===== src/rtl/tex_mem_pkg.sv =====
`default_nettype none
// ============================================================================
// Module      : tex_mem_pkg
// Description : Shared types and constants for the texture-cache memory back
//               end. It holds the line geometry (four 16-bit halfwords per
//               64-bit line) and the SRAM line-port state encoding.
// Revision    : 1.0 - initial release
// ============================================================================
package tex_mem_pkg;

    localparam int LINE_HW     = 4;   // halfwords per cache line
    localparam int HW_IDX_W    = 2;   // halfword index width
    localparam int LINE_ADDR_W = 20;  // line address width {index,tag}

    typedef enum logic [2:0] {
        ST_IDLE     = 3'd0,
        ST_RD_ACC   = 3'd1,
        ST_WR_SETUP = 3'd2,
        ST_WR_PULSE = 3'd3,
        ST_WR_HOLD  = 3'd4
    } state_t;

endpackage
`default_nettype wire


===== src/rtl/sram_phase_timer.sv =====
`default_nettype none
// ============================================================================
// Module      : sram_phase_timer
// Description : Loadable down counter with a terminal-count flag. The line
//               port uses it to time both the read access phase and the write
//               pulse phase.
// Ports       : clk, rst      - clock, synchronous active-high reset
//               i_load        - load i_load_val this cycle
//               i_load_val    - value to load (phase length minus one)
//               o_tc          - count has reached zero
// Revision    : 1.0 - initial release
// ============================================================================
module sram_phase_timer #(
    parameter int WIDTH = 2
) (
    input  logic             clk,
    input  logic             rst,
    input  logic             i_load,
    input  logic [WIDTH-1:0] i_load_val,
    output logic             o_tc
);

    logic [WIDTH-1:0] r_count;

    // The counter parks at zero, so the flag stays set until the next load.
    always_ff @(posedge clk) begin
        if (rst) begin
            r_count <= '0;
        end else if (i_load) begin
            r_count <= i_load_val;
        end else if (r_count != '0) begin
            r_count <= r_count - 1'b1;
        end
    end

    assign o_tc = (r_count == '0);

endmodule
`default_nettype wire


===== src/rtl/sram_line_port.sv =====
`default_nettype none
// ============================================================================
// Module      : sram_line_port
// Description : Memory-side back end of the texture cache. It serves 64-bit
//               line fills and write-throughs on an asynchronous 16-bit SRAM
//               as four halfword accesses. Each line is returned as two
//               32-bit beats, with one mem_ready pulse per beat. A single
//               pending slot absorbs one strobe that arrives while a
//               transaction is already in flight.
// Ports       : mem_*    - cache-controller side (strobes, line data, beats)
//               busy     - transaction in flight or pending
//               err_overrun - sticky, set when a strobe is dropped
//               sram_*   - asynchronous SRAM pins (active-low controls)
// Revision    : 1.0 - initial release
// ============================================================================
module sram_line_port
    import tex_mem_pkg::*;
#(
    parameter int RD_CYCLES = 2,
    parameter int WR_CYCLES = 2
) (
    input  logic        clk,
    input  logic        rst,
    input  logic [19:0] mem_addr,
    input  logic        mem_read,
    input  logic        mem_write,
    input  logic [63:0] mem_wrdata,
    output logic        mem_ready,
    output logic [31:0] mem_rddata,
    output logic        busy,
    output logic        err_overrun,
    output logic [21:0] sram_addr,
    output logic [15:0] sram_dq_o,
    input  logic [15:0] sram_dq_i,
    output logic        sram_dq_oe,
    output logic        sram_ce_n,
    output logic        sram_oe_n,
    output logic        sram_we_n
);

    localparam int c_MAX_CYC = (RD_CYCLES > WR_CYCLES) ? RD_CYCLES : WR_CYCLES;
    localparam int c_TMR_W   = (c_MAX_CYC > 1) ? $clog2(c_MAX_CYC) : 1;
    localparam logic [c_TMR_W-1:0]  c_RD_LOAD = c_TMR_W'(RD_CYCLES - 1);
    localparam logic [c_TMR_W-1:0]  c_WR_LOAD = c_TMR_W'(WR_CYCLES - 1);
    localparam logic [HW_IDX_W-1:0] c_HW_LAST = HW_IDX_W'(LINE_HW - 1);

    state_t                   r_state;
    state_t                   w_state_nxt;
    logic [HW_IDX_W-1:0]      r_hw;
    logic [LINE_ADDR_W-1:0]   r_addr;
    logic [63:0]              r_wdata;
    logic                     r_pend_v;
    logic                     r_pend_wr;
    logic [LINE_ADDR_W-1:0]   r_pend_addr;
    logic [63:0]              r_pend_data;
    logic                     r_err;
    logic [15:0]              r_hw_lo;
    logic                     r_ready;
    logic [31:0]              r_rddata;

    logic                     w_launch;
    logic                     w_launch_wr;
    logic                     w_tmr_load;
    logic [c_TMR_W-1:0]       w_tmr_val;
    logic                     w_tc;
    logic                     w_hw_inc;
    logic                     w_rd_sample;
    logic                     w_wr_beat;
    logic                     w_slot_free;
    logic                     w_rd_to_slot;
    logic                     w_wr_to_slot;
    logic                     w_drop;

    sram_phase_timer #(
        .WIDTH (c_TMR_W)
    ) u_timer (
        .clk        (clk),
        .rst        (rst),
        .i_load     (w_tmr_load),
        .i_load_val (w_tmr_val),
        .o_tc       (w_tc)
    );

    // ------------------------------------------------------------------
    // State register
    // ------------------------------------------------------------------
    always_ff @(posedge clk) begin
        if (rst) begin
            r_state <= ST_IDLE;
        end else begin
            r_state <= w_state_nxt;
        end
    end

    // ------------------------------------------------------------------
    // Next state and phase control. Every transaction leaves through IDLE,
    // so at least one ce_n-high cycle always separates two transactions.
    // ------------------------------------------------------------------
    always_comb begin
        w_state_nxt = r_state;
        w_launch    = 1'b0;
        w_launch_wr = 1'b0;
        w_tmr_load  = 1'b0;
        w_tmr_val   = '0;
        w_hw_inc    = 1'b0;
        w_rd_sample = 1'b0;
        w_wr_beat   = 1'b0;
        case (r_state)
            ST_IDLE: begin
                // A parked transaction takes precedence over new strobes.
                if (r_pend_v) begin
                    w_launch    = 1'b1;
                    w_launch_wr = r_pend_wr;
                end else if (mem_read) begin
                    w_launch    = 1'b1;
                    w_launch_wr = 1'b0;
                end else if (mem_write) begin
                    w_launch    = 1'b1;
                    w_launch_wr = 1'b1;
                end
                if (w_launch) begin
                    if (w_launch_wr) begin
                        w_state_nxt = ST_WR_SETUP;
                    end else begin
                        w_state_nxt = ST_RD_ACC;
                        w_tmr_load  = 1'b1;
                        w_tmr_val   = c_RD_LOAD;
                    end
                end
            end
            ST_RD_ACC: begin
                if (w_tc) begin
                    w_rd_sample = 1'b1;
                    if (r_hw == c_HW_LAST) begin
                        w_state_nxt = ST_IDLE;
                    end else begin
                        w_hw_inc   = 1'b1;
                        w_tmr_load = 1'b1;
                        w_tmr_val  = c_RD_LOAD;
                    end
                end
            end
            ST_WR_SETUP: begin
                w_state_nxt = ST_WR_PULSE;
                w_tmr_load  = 1'b1;
                w_tmr_val   = c_WR_LOAD;
            end
            ST_WR_PULSE: begin
                if (w_tc) begin
                    w_state_nxt = ST_WR_HOLD;
                end
            end
            ST_WR_HOLD: begin
                // Odd halfwords complete a 32-bit beat.
                w_wr_beat = r_hw[0];
                if (r_hw == c_HW_LAST) begin
                    w_state_nxt = ST_IDLE;
                end else begin
                    w_hw_inc    = 1'b1;
                    w_state_nxt = ST_WR_SETUP;
                end
            end
            default: begin
                w_state_nxt = ST_IDLE;
            end
        endcase
    end

    // ------------------------------------------------------------------
    // Pending-slot routing. In IDLE with an empty slot, a lone strobe
    // launches directly and a read+write pair parks the write. Otherwise
    // strobes compete for the slot, read first. The slot counts as free when
    // it is being emptied by a launch this very cycle. A strobe that finds
    // no room is dropped.
    // ------------------------------------------------------------------
    always_comb begin
        w_slot_free  = 1'b0;
        w_rd_to_slot = 1'b0;
        w_wr_to_slot = 1'b0;
        w_drop       = 1'b0;
        if ((r_state == ST_IDLE) && !r_pend_v) begin
            w_wr_to_slot = mem_read && mem_write;
        end else begin
            w_slot_free  = (r_state == ST_IDLE) || !r_pend_v;
            w_rd_to_slot = mem_read && w_slot_free;
            w_wr_to_slot = mem_write && w_slot_free && !mem_read;
            w_drop       = (mem_read && !w_slot_free) ||
                           (mem_write && !(w_slot_free && !mem_read));
        end
    end

    // ------------------------------------------------------------------
    // Datapath: transaction registers, pending slot, beat assembly
    // ------------------------------------------------------------------
    always_ff @(posedge clk) begin
        if (rst) begin
            r_hw        <= '0;
            r_addr      <= '0;
            r_wdata     <= '0;
            r_pend_v    <= 1'b0;
            r_pend_wr   <= 1'b0;
            r_pend_addr <= '0;
            r_pend_data <= '0;
            r_err       <= 1'b0;
            r_hw_lo     <= '0;
            r_ready     <= 1'b0;
            r_rddata    <= '0;
        end else begin
            r_ready <= 1'b0;

            if (w_launch) begin
                r_hw    <= '0;
                r_addr  <= r_pend_v ? r_pend_addr : mem_addr;
                r_wdata <= r_pend_v ? r_pend_data : mem_wrdata;
            end else if (w_hw_inc) begin
                r_hw <= r_hw + 1'b1;
            end

            if (w_rd_to_slot || w_wr_to_slot) begin
                r_pend_v    <= 1'b1;
                r_pend_wr   <= w_wr_to_slot;
                r_pend_addr <= mem_addr;
                r_pend_data <= mem_wrdata;
            end else if (w_launch && r_pend_v) begin
                r_pend_v <= 1'b0;
            end

            if (w_drop) begin
                r_err <= 1'b1;
            end

            // The even halfword is held until its odd partner arrives.
            if (w_rd_sample) begin
                if (!r_hw[0]) begin
                    r_hw_lo <= sram_dq_i;
                end else begin
                    r_rddata <= {sram_dq_i, r_hw_lo};
                    r_ready  <= 1'b1;
                end
            end

            if (w_wr_beat) begin
                r_rddata <= r_hw[1] ? r_wdata[63:32] : r_wdata[31:0];
                r_ready  <= 1'b1;
            end
        end
    end

    // ------------------------------------------------------------------
    // Outputs. The SRAM controls decode straight from the state register.
    // ------------------------------------------------------------------
    assign sram_ce_n   = (r_state == ST_IDLE);
    assign sram_oe_n   = (r_state != ST_RD_ACC);
    assign sram_we_n   = (r_state != ST_WR_PULSE);
    assign sram_dq_oe  = (r_state == ST_WR_SETUP) || (r_state == ST_WR_PULSE) ||
                         (r_state == ST_WR_HOLD);
    assign sram_addr   = {r_addr, r_hw};
    assign sram_dq_o   = r_wdata[{r_hw, 4'b0000} +: 16];

    // busy also covers the final-beat cycle, when the FSM is already idle.
    assign busy        = (r_state != ST_IDLE) || r_pend_v || r_ready;
    assign mem_ready   = r_ready;
    assign mem_rddata  = r_rddata;
    assign err_overrun = r_err;

endmodule
`default_nettype wire


===== config.mk =====
export PLATFORM = sky130hd
export DESIGN_NAME = sram_line_port
export DESIGN_NICKNAME = d
export VERILOG_FILES = /design/src/rtl/tex_mem_pkg.sv /design/src/rtl/sram_phase_timer.sv /design/src/rtl/sram_line_port.sv
export SDC_FILE = /design/constraint.sdc
export NUM_CORES = 1
export LEC_CHECK = 0
export BUFFER_PORTS_ARGS = -buffer_cell sky130_fd_sc_hd__buf_4
export CAP_MARGIN = 20
export CORE_MARGIN = 3
export CORE_UTILIZATION = 30
export CTS_BUF_LIST = sky130_fd_sc_hd__clkbuf_8 sky130_fd_sc_hd__clkbuf_16
export DETAILED_ROUTE_END_ITERATION = 10
export GPL_TIMING_DRIVEN = 0
export MAX_ROUTING_LAYER = met4
export PLACE_DENSITY_LB_ADDON = 0.12
export SETUP_SLACK_MARGIN = 0.4
export SYNTH_ARGS = -nofsm -noshare
export SYNTH_HDL_FRONTEND = slang
export SYNTH_HIERARCHICAL = 1
export SYNTH_SLANG_ARGS = --single-unit

===== constraint.sdc =====
create_clock -name clk -period 2.2 [get_ports clk]
set_input_delay 0.22 -clock clk [delete_from_list [all_inputs] [get_ports clk]]
set_output_delay 0.22 -clock clk [all_outputs]
set_load 0.02 [all_outputs]

======== After elaboration in Yosys (flattened, before gate mapping) ========
Cells that the tools add are included.
word-level totals
  flip-flop bits (word level) ............. 226
  bits of input ports ..................... 104
  output and inout bits ................... 77
  word-level logic and storage cells ...... 97
operators by class
  add/sub/neg operators ................... 2
  equality and inequality tests ........... 11
  shift-type cells ........................ 1
  multiplexer cells ....................... 40
  bitwise logic cells ..................... 1
  reduce and logical (&&, ||, !) cells .... 29
operator list
  operator               number
  $mux W32               4
  $mux W64               1
  $shiftx A64 B7 Y16     1
  $mux W1                25
  $mux W20               1
  $pmux W3 S5            1
  $mux W3                4
  $logic_and A1 B1 Y1    9
  $logic_or A1 B1 Y1     7
  $eq A3 B2 Y1 const B   2
  $ne A2 B2 Y1 const B   3
  $reduce_bool A2 Y1     3
  $logic_not A1 Y1       4
  $mux W2                2
  $reduce_and A2 Y1      2
  $reduce_and A4 Y1      1
  $eq A3 B1 Y1 const B   1
  $eq A3 B3 Y1 const B   1
  $logic_not A3 Y1       1
  $ne A3 B1 Y1 const B   1
  $ne A3 B2 Y1 const B   1
  $pmux W1 S3            1
  $reduce_bool A3 Y1     1
  $add A2 B1 Y2 const B  1
  6 further kinds        6

======== Depth between registers and ports, before layout ========
Gate-level depths: netlist of the first run.
  word-level depth ........................ 8
  depth in mapped cells ................... 7
  mapped depth without buffers ............ 5

======== Cells and area by module ========
Netlist of the first run, hierarchy kept.
by module, submodules not included
  module            times used  cells each  area an instance (um^2)  sequential area each (um^2)
  sram_line_port    1           1179        10965.5                  4504.3
  sram_phase_timer  1           3           32.5                     20.0

======== Least setup slack after synthesis of the first run ========
Ideal clock, no wire load.
  path type ............................... register to output
  from .................................... reg r_hw[1]
  to ...................................... out sram_dq_o[0]
  arrival ................................. 1719 ps
  data required time ...................... 1980 ps
  setup slack ............................. 261 ps
  cell stages (with the launch flop) ...... 5
  buffers on the path ..................... 2
  path through ............................ dfxtp_1 clkbuf_1 clkbuf_1 mux2_2 mux2_2
on the way
  longest elaborated chain between the ends .. 1
RTL lines
  item                      RTL line               RTL
  start: declaration        sram_line_port.sv:49   logic [HW_IDX_W-1:0] r_hw;
  start signal: assignment  sram_line_port.sv:216  r_hw <= r_hw + 1'b1;
  $shiftx A64 B7 Y16        sram_line_port.sv:258  assign sram_dq_o = r_wdata[{r_hw, 4'b0000} +: 16];
  end: declaration          sram_line_port.sv:33   output logic [15:0] sram_dq_o,
No other way between the ends.

======== Worst setup path after layout of the first run ========
  from .................................... reg r_hw[1]
  to ...................................... out sram_dq_o[8]
Same word-level chain as after synthesis.

==> flow_summary_export.csv, run 1 <==
group,metric,value,unit
critical_path,start_kind,"flip-flop",
pwr,power_frac_seq,0.348,
logic_synthesis,avgSynthCellArea,9.30,um^2
placement,dpl.hpwl,29600,um
route,viasPerCell,5.16,
logic_synthesis,synth_area_leader_cell,"dfxtp_1",
global_routing,globalRouteMet1Util,0.275,
sta,finClkSkew,0.0165,ns
finish,layout-drive-gt1-share,0.307,
pwr,swShare,0.320,
clock_network,cts-root-buf,"clkbuf_16",
placement,place.gp.congestion,0.839,
route,wl,42300,um
logic_synthesis,synth_edf_count,0,
floorplanning,num_io_pins,181,
global_routing,top_usage_layer,"met2",
logic_synthesis,syn_nets,1287,
pwr,power,14.8,mW
global_routing,grt.overflow.total,0,
floorplanning,chipHeight,197,um
finish,fin_util,0.468,
global_routing,grt_pass1_wl,62700,um
flow_run,maxCapViolations,0,
pwr,powerDensity,886,nW/um^2
logic_synthesis,async_flop_share,0,
placement,port-buffer-count,180,
logic_synthesis,synth_top_cells_by_area,"dfxtp_1 (41%), mux2i_1 (11%), a21oi_1 (8.6%)",
logic_synthesis,ys.flop_type,"dfxtp_1",
route,num_vias,10500,
sta,slew_headroom,0.525,
clock_network,cts_tree,"done",
sta,rsz0062_at_grt,"true",
pwr,p_switching,4.75,mW
sta,finalCriticalPeriod,2.22,ns
run_status,violations,"negative setup slack",
logic_synthesis,synth_warnings,6,
clock_network,cts.sinks,226,
floorplanning,core,35800,um^2
finish,fin_cells,2030,
sta,max_freq,450,MHz
route,ant_nets,0,
floorplanning,initial_core_util,0.307,
critical_path,r2r_start,"r_state[2]",
logic_synthesis,syn_inst,1182,
clock_network,cts.clk_slew.worst_paths,0.06,ns
sta,slew_viol_final,0,
critical_path,ff2ff_path_depth,7,
global_routing,grt_max_degree,14,
pwr,pwr-share-clk,0.310,
finish,final_area,16700,um^2
critical_path,endpoint_kind,"output port",
logic_synthesis,synth.top_cell.area_share,0.411,
placement,placed_cells,1823,
critical_path,r2r_end,"r_pend_data[49]",
pwr,vdd_drop_max,0.561,mV
critical_path,r2r_slack,0.29,ns
logic_synthesis,syn_area,11000,um^2
sta,setup_viol,12,
clock_network,htree_num_levels,1,
placement,place_area,12900,um^2
finish,final_cell_mix,"dfxtp_1 (221), buf_4 (203), a21oi_1 (179)",
critical_path,arrival,2.00,ns
pwr,internal_power,10.1,mW
sta,worst_pin_slew,0.712,ns
global_routing,grtUsageMet2,0.348,
clock_network,clock_latency,0.54,ns
route,first_pass_iters,5,
critical_path,critPathKind,"flip-flop to output port",
min_path,hold_path_class,"input pin to flip-flop",
pwr,p_comb_frac,0.342,
floorplanning,die_w,197,um
sta,finalHoldViolations,0,
finish,final_common_cell,"dfxtp_1",
route,wl_per_cell,20.8,um
global_routing,track_usage,0.212,
logic_synthesis,synthDistinctLibCells,45,
finish,syn_to_final_growth,52.3,%
global_routing,use_met3,0.0264,
critical_path,startpoint,"r_hw[1]",
logic_synthesis,ys_ff_latch,226,
logic_synthesis,synth_seq_area_share,0.411,
clock_network,clockBufferDepth,3,
run_status,status,"finished, violations left",
route,drc_errors,0,
sta,period_share,1.01,
route,drtIter0Drc,483,
floorplanning,dieArea,39000,um^2
global_routing,antenna_found_initial,1,
pwr,p_leak,6.97,nW
critical_path,crit_fanout,8,
global_routing,grt_pass1_vias,10400,
sta,fin_ws,-0.0228,ns
critical_path,required,1.98,ns
floorplanning,rows,69,
finish,num-nets-final,1657,
critical_path,setup.worst_path.end,"sram_dq_o[8]",
clock_network,numCtsBuffers,28,
[layer usage]
layer / routed length [um] / vias to the layer above
met5: 0 / -
met1: 19100 / 5012
li1: - / 5120
met4: 1420 / 0
met2: 20000 / 277
met3: 1800 / 72
[worst min path at each step]
stage / cells past startpoint / slack [ns] / end / from
final: 3 / 0.18 / r_state[0] / mem_read
after global routing: 3 / 0.17 / r_state[0] / mem_read
after CTS: 3 / 0.15 / r_state[0] / mem_read
after detailed placement: 2 / 0.47 / r_hw_lo[4] / r_hw_lo[4]
after global placement: 2 / 0.46 / r_hw_lo[4] / r_hw_lo[4]
after floorplan: 2 / 0.37 / r_hw_lo[0] / sram_dq_i[0]
[stage by stage]
step                hold slack, ns  TNS, ns  worst slack, ns
global placement             0.463    -3.69          -0.0739
floorplan                    0.368        0            0.405
global route                 0.170   -0.674          -0.0564
CTS                          0.149   -0.304          -0.0277
finish                       0.176   -0.111          -0.0228
detailed placement           0.467    -1.65          -0.0454
[repair_timing]
action	in CTS	in global routing
buffers inserted	39	5
cloned	11	4
endpoints found under the hold margin	102	0
setup endpoints to repair	231	220
hold buffers	101	0
gates resized for setup	222	79
pin swaps	86	38
[cells in the mapped netlist, types with 3 or more instances]
cell type	instances
dfxtp_1	226
a21oi_1	188
mux2i_1	117
inv_1	90
a211oi_1	87
clkbuf_1	61
o221a_1	60
mux2_2	48
nand3_1	48
buf_2	43
nand2_1	36
nor2b_1	32
o211ai_1	31
o221a_2	24
buf_4	17
o21ai_0	12
o21ai_1	7
nor2_1	5
or3_1	5
buf_1	4
a31oi_1	3
and3b_1	3
buf_6	3
nand2b_1	3
nand3b_1	3
[registers in the layout, indices dropped and copies added (netlist names)]
signal / flops
r_pend_v: 1
r_pend_addr: 20
r_pend_data: 64
r_wdata: 64
r_hw_lo: 16
err_overrun: 1
mem_ready: 1
mem_rddata: 32
r_state: 3
r_hw: 2
u_timer/r_count: 1
r_pend_wr: 1
r_addr: 20
[cells by family after synthesis]
family | synth area share
compound gates | 0.273
flops | 0.411
buf+inv | 0.0879
mux | 0.156
simple gates | 0.0695
fa+ha+maj | 0.00205
[power groups by stage]
| stage | logic [mW] | registers, mW | clock network, mW |
|---|---|---|---|
| 3_3_place_gp | 3.74 | 5.21 | 0 |
| 3_5_place_dp | 3.77 | 5.21 | 0 |
| 6_report | 5.07 | 5.17 | 4.60 |
| 5_1_grt | 5.41 | 5.23 | 4.85 |
| 4_1_cts | 4.89 | 5.15 | 4.70 |
| 2_1_floorplan | 2.27 | 5.21 | 0 |
[final cells by class]
type | instances | area [um^2]
diodes | 1 | 2.50
plain buffers | 128 | 1050
clock buffers | 39 | 863
clock inverters | 7 | 56.3
fillers | 3397 | 19100
inverters | 91 | 357
multi-input cells | 737 | 6030
flip-flops and latches | 226 | 4540
well taps | 461 | 577
repair buffers | 340 | 3270
[critical path, stage by stage (launching register included)]
cell	delay, ns
dfxtp_4	0.36
clkbuf_16	0.17
clkbuf_16	0.17
mux2_4	0.34
mux2_4	0.29
buf_6	0.14
Power figures use the tool's default switching activity.
==> run 2: changes to the inputs <==
==> constraint.sdc (replaced) <==
create_clock -name clk -period 1.9 [get_ports clk]
set_input_delay 0.19 -clock clk [delete_from_list [all_inputs] [get_ports clk]]
set_output_delay 0.19 -clock clk [all_outputs]
set_load 0.02 [all_outputs]
==> flow_summary_export.csv, run 2 (synthesized netlist as in run 1, its figures left out) <==
group,metric,value,unit
run_status,status,"finished, violations left",
run_status,violations,"negative setup slack",
route,num_vias,11200,
placement,dpl.hpwl,29100,um
clock_network,cts-root-buf,"clkbuf_16",
sta,fin_hold_ws,0.133,ns
placement,placed_cells,1823,
pwr,vdd_drop_max,0.741,mV
clock_network,cts.clk_slew.worst_paths,0.06,ns
critical_path,crit_fanout,8,
critical_path,path_buf_inv,3,
global_routing,globalRouteMet1Util,0.295,
global_routing,grt_max_degree,15,
critical_path,arrival,2.01,ns
route,wl_per_cell,21.7,um
min_path,hold_path_class,"input pin to flip-flop",
clock_network,cts.sinks,226,
finish,fillers,3075,
global_routing,track_usage,0.227,
global_routing,antenna_found_initial,3,
critical_path,r2r_end,"r_pend_data[26]",
critical_path,cp_num_cells,5,
floorplanning,num_io_pins,181,
sta,slew_headroom,0.456,
sta,worst_pin_slew,0.816,ns
critical_path,setup.worst_path.end,"sram_dq_o[11]",
sta,setup_viol,90,
sta,max_freq,454,MHz
floorplanning,core,35800,um^2
finish,layout-drive-gt1-share,0.442,
critical_path,crit_slowest_cell,"dfxtp_4",
critical_path,r2r_slack,-0.10,ns
global_routing,grt_pass1_wl,67000,um
finish,final_common_cell,"dfxtp_1",
finish,num-nets-final,1751,
pwr,power,19.4,mW
critical_path,startpoint,"r_hw[1]",
finish,regArea,4540,um^2
critical_path,max_stage_delay,0.35,ns
critical_path,critPathTopFamily,"multiplexers",
floorplanning,chipHeight,197,um
critical_path,start_kind,"flip-flop",
pwr,p_leak,8.03,nW
sta,finalCriticalPeriod,2.20,ns
floorplanning,rows,69,
clock_network,clockBufferDepth,3,
flow_run,maxCapViolations,0,
sta,period_share,1.16,
global_routing,grt.overflow.total,0,
global_routing,top_usage_layer,"met2",
finish,multi_input_area,6950,um^2
global_routing,grt_pass1_vias,10900,
floorplanning,die_w,197,um
sta,rsz0062_at_grt,"true",
critical_path,ff2ff_path_depth,10,
route,viasPerCell,5.25,
sta,finalHoldViolations,0,
critical_path,required,1.71,ns
finish,final_cell_mix,"dfxtp_1 (221), buf_4 (207), a21oi_1 (168)",
floorplanning,dieArea,39000,um^2
route,wl,46200,um
critical_path,critPathKind,"flip-flop to output port",
route,drtIter0Drc,608,
critical_path,endpoint_kind,"output port",
sta,slew_viol_final,0,
global_routing,use_met3,0.0300,
clock_network,htree_num_levels,1,
sta,finClkSkew,0.0143,ns
critical_path,r2r_start,"r_state[1]",
floorplanning,initial_core_util,0.307,
finish,syn_to_final_growth,77.0,%
clock_network,numCtsBuffers,28,
route,ant_nets,0,
sta,fin_ws,-0.304,ns
route,drc_errors,0,
placement,port-buffer-count,180,
pwr,powerDensity,996,nW/um^2
finish,fin_cells,2132,
clock_network,clock_latency,0.56,ns
clock_network,cts_tree,"done",
placement,place.gp.congestion,0.870,
route,first_pass_iters,7,
critical_path,path_cells,"clkbuf_16, clkbuf_16, mux2_4, mux2_4, buf_6",
global_routing,grtUsageMet2,0.371,
## run 2: cell types whose count changed in the layout (fill, tap and decap cells not counted), sizes merged
cell	delta
inv	+3
bufbuf	+1
clkinv	+4
buf	+97
diode	+2
bufinv	-1
clkbuf	-4
## run 2: tightest hold or removal path: stages
cell	delay [ns]
buf_4	0.11
nor2_1	0.10
a221oi_2	0.23
## run 2: what timing repair did
action,4_1_cts,5_1_grt
pin swaps,63,110
hold endpoints to repair,112,0
hold buffers,101,0
setup buffers,83,28
gates resized for setup,433,122
setup endpoints to repair,247,247
gates cloned,35,7
## run 2: area by class of cell
| type | count | area share |
|---|---|---|
| clock buffers | 39 | 0.0438 |
| diodes | 3 | 0.000386 |
| repair buffers | 434 | 0.246 |
| plain buffers | 128 | 0.0683 |
| multi-input cells | 737 | 0.357 |
| inverters | 91 | 0.0183 |
| well taps | 461 | 0.0296 |
| clock inverters | 13 | 0.00373 |
| flip-flops and latches | 226 | 0.233 |
## run 2: per-stage QoR
stage / instance area, um^2 / util / setup WS [ns] / setup TNS [ns]
final: 19500 / 0.543 / -0.304 / -7.12
after global placement: 13200 / 0.368 / -0.368 / -41.39
after detailed placement: 13200 / 0.368 / -0.355 / -43.05
after CTS: 18500 / 0.516 / -0.302 / -5.47
after global routing: 19500 / 0.543 / -0.333 / -11.66
after floorplan: 11200 / - / 0.348 / 0
## run 2: metal layers
| layer | up-vias | part of all wire |
|---|---|---|
| met5 | - | 0 |
| met2 | 314 | 0.48 |
| met4 | 0 | 0.030 |
| met1 | 5470 | 0.44 |
| li1 | 5336 | - |
| met3 | 68 | 0.049 |
## run 2: power breakdown
group	internal, mW	switching, mW
clock network	3.11	2.22
registers	5.50	0.533
logic	4.33	3.70
## run 2: worst min-delay path by stage
stage                       startpoint          to  cells past startpoint
final                         mem_read  r_state[0]                      3
after global routing          mem_read  r_state[0]                      3
after global placement      r_hw_lo[2]  r_hw_lo[2]                      2
after detailed placement    r_hw_lo[9]  r_hw_lo[9]                      2
after CTS                     mem_read  r_state[0]                      3
after floorplan           sram_dq_i[0]  r_hw_lo[0]                      2
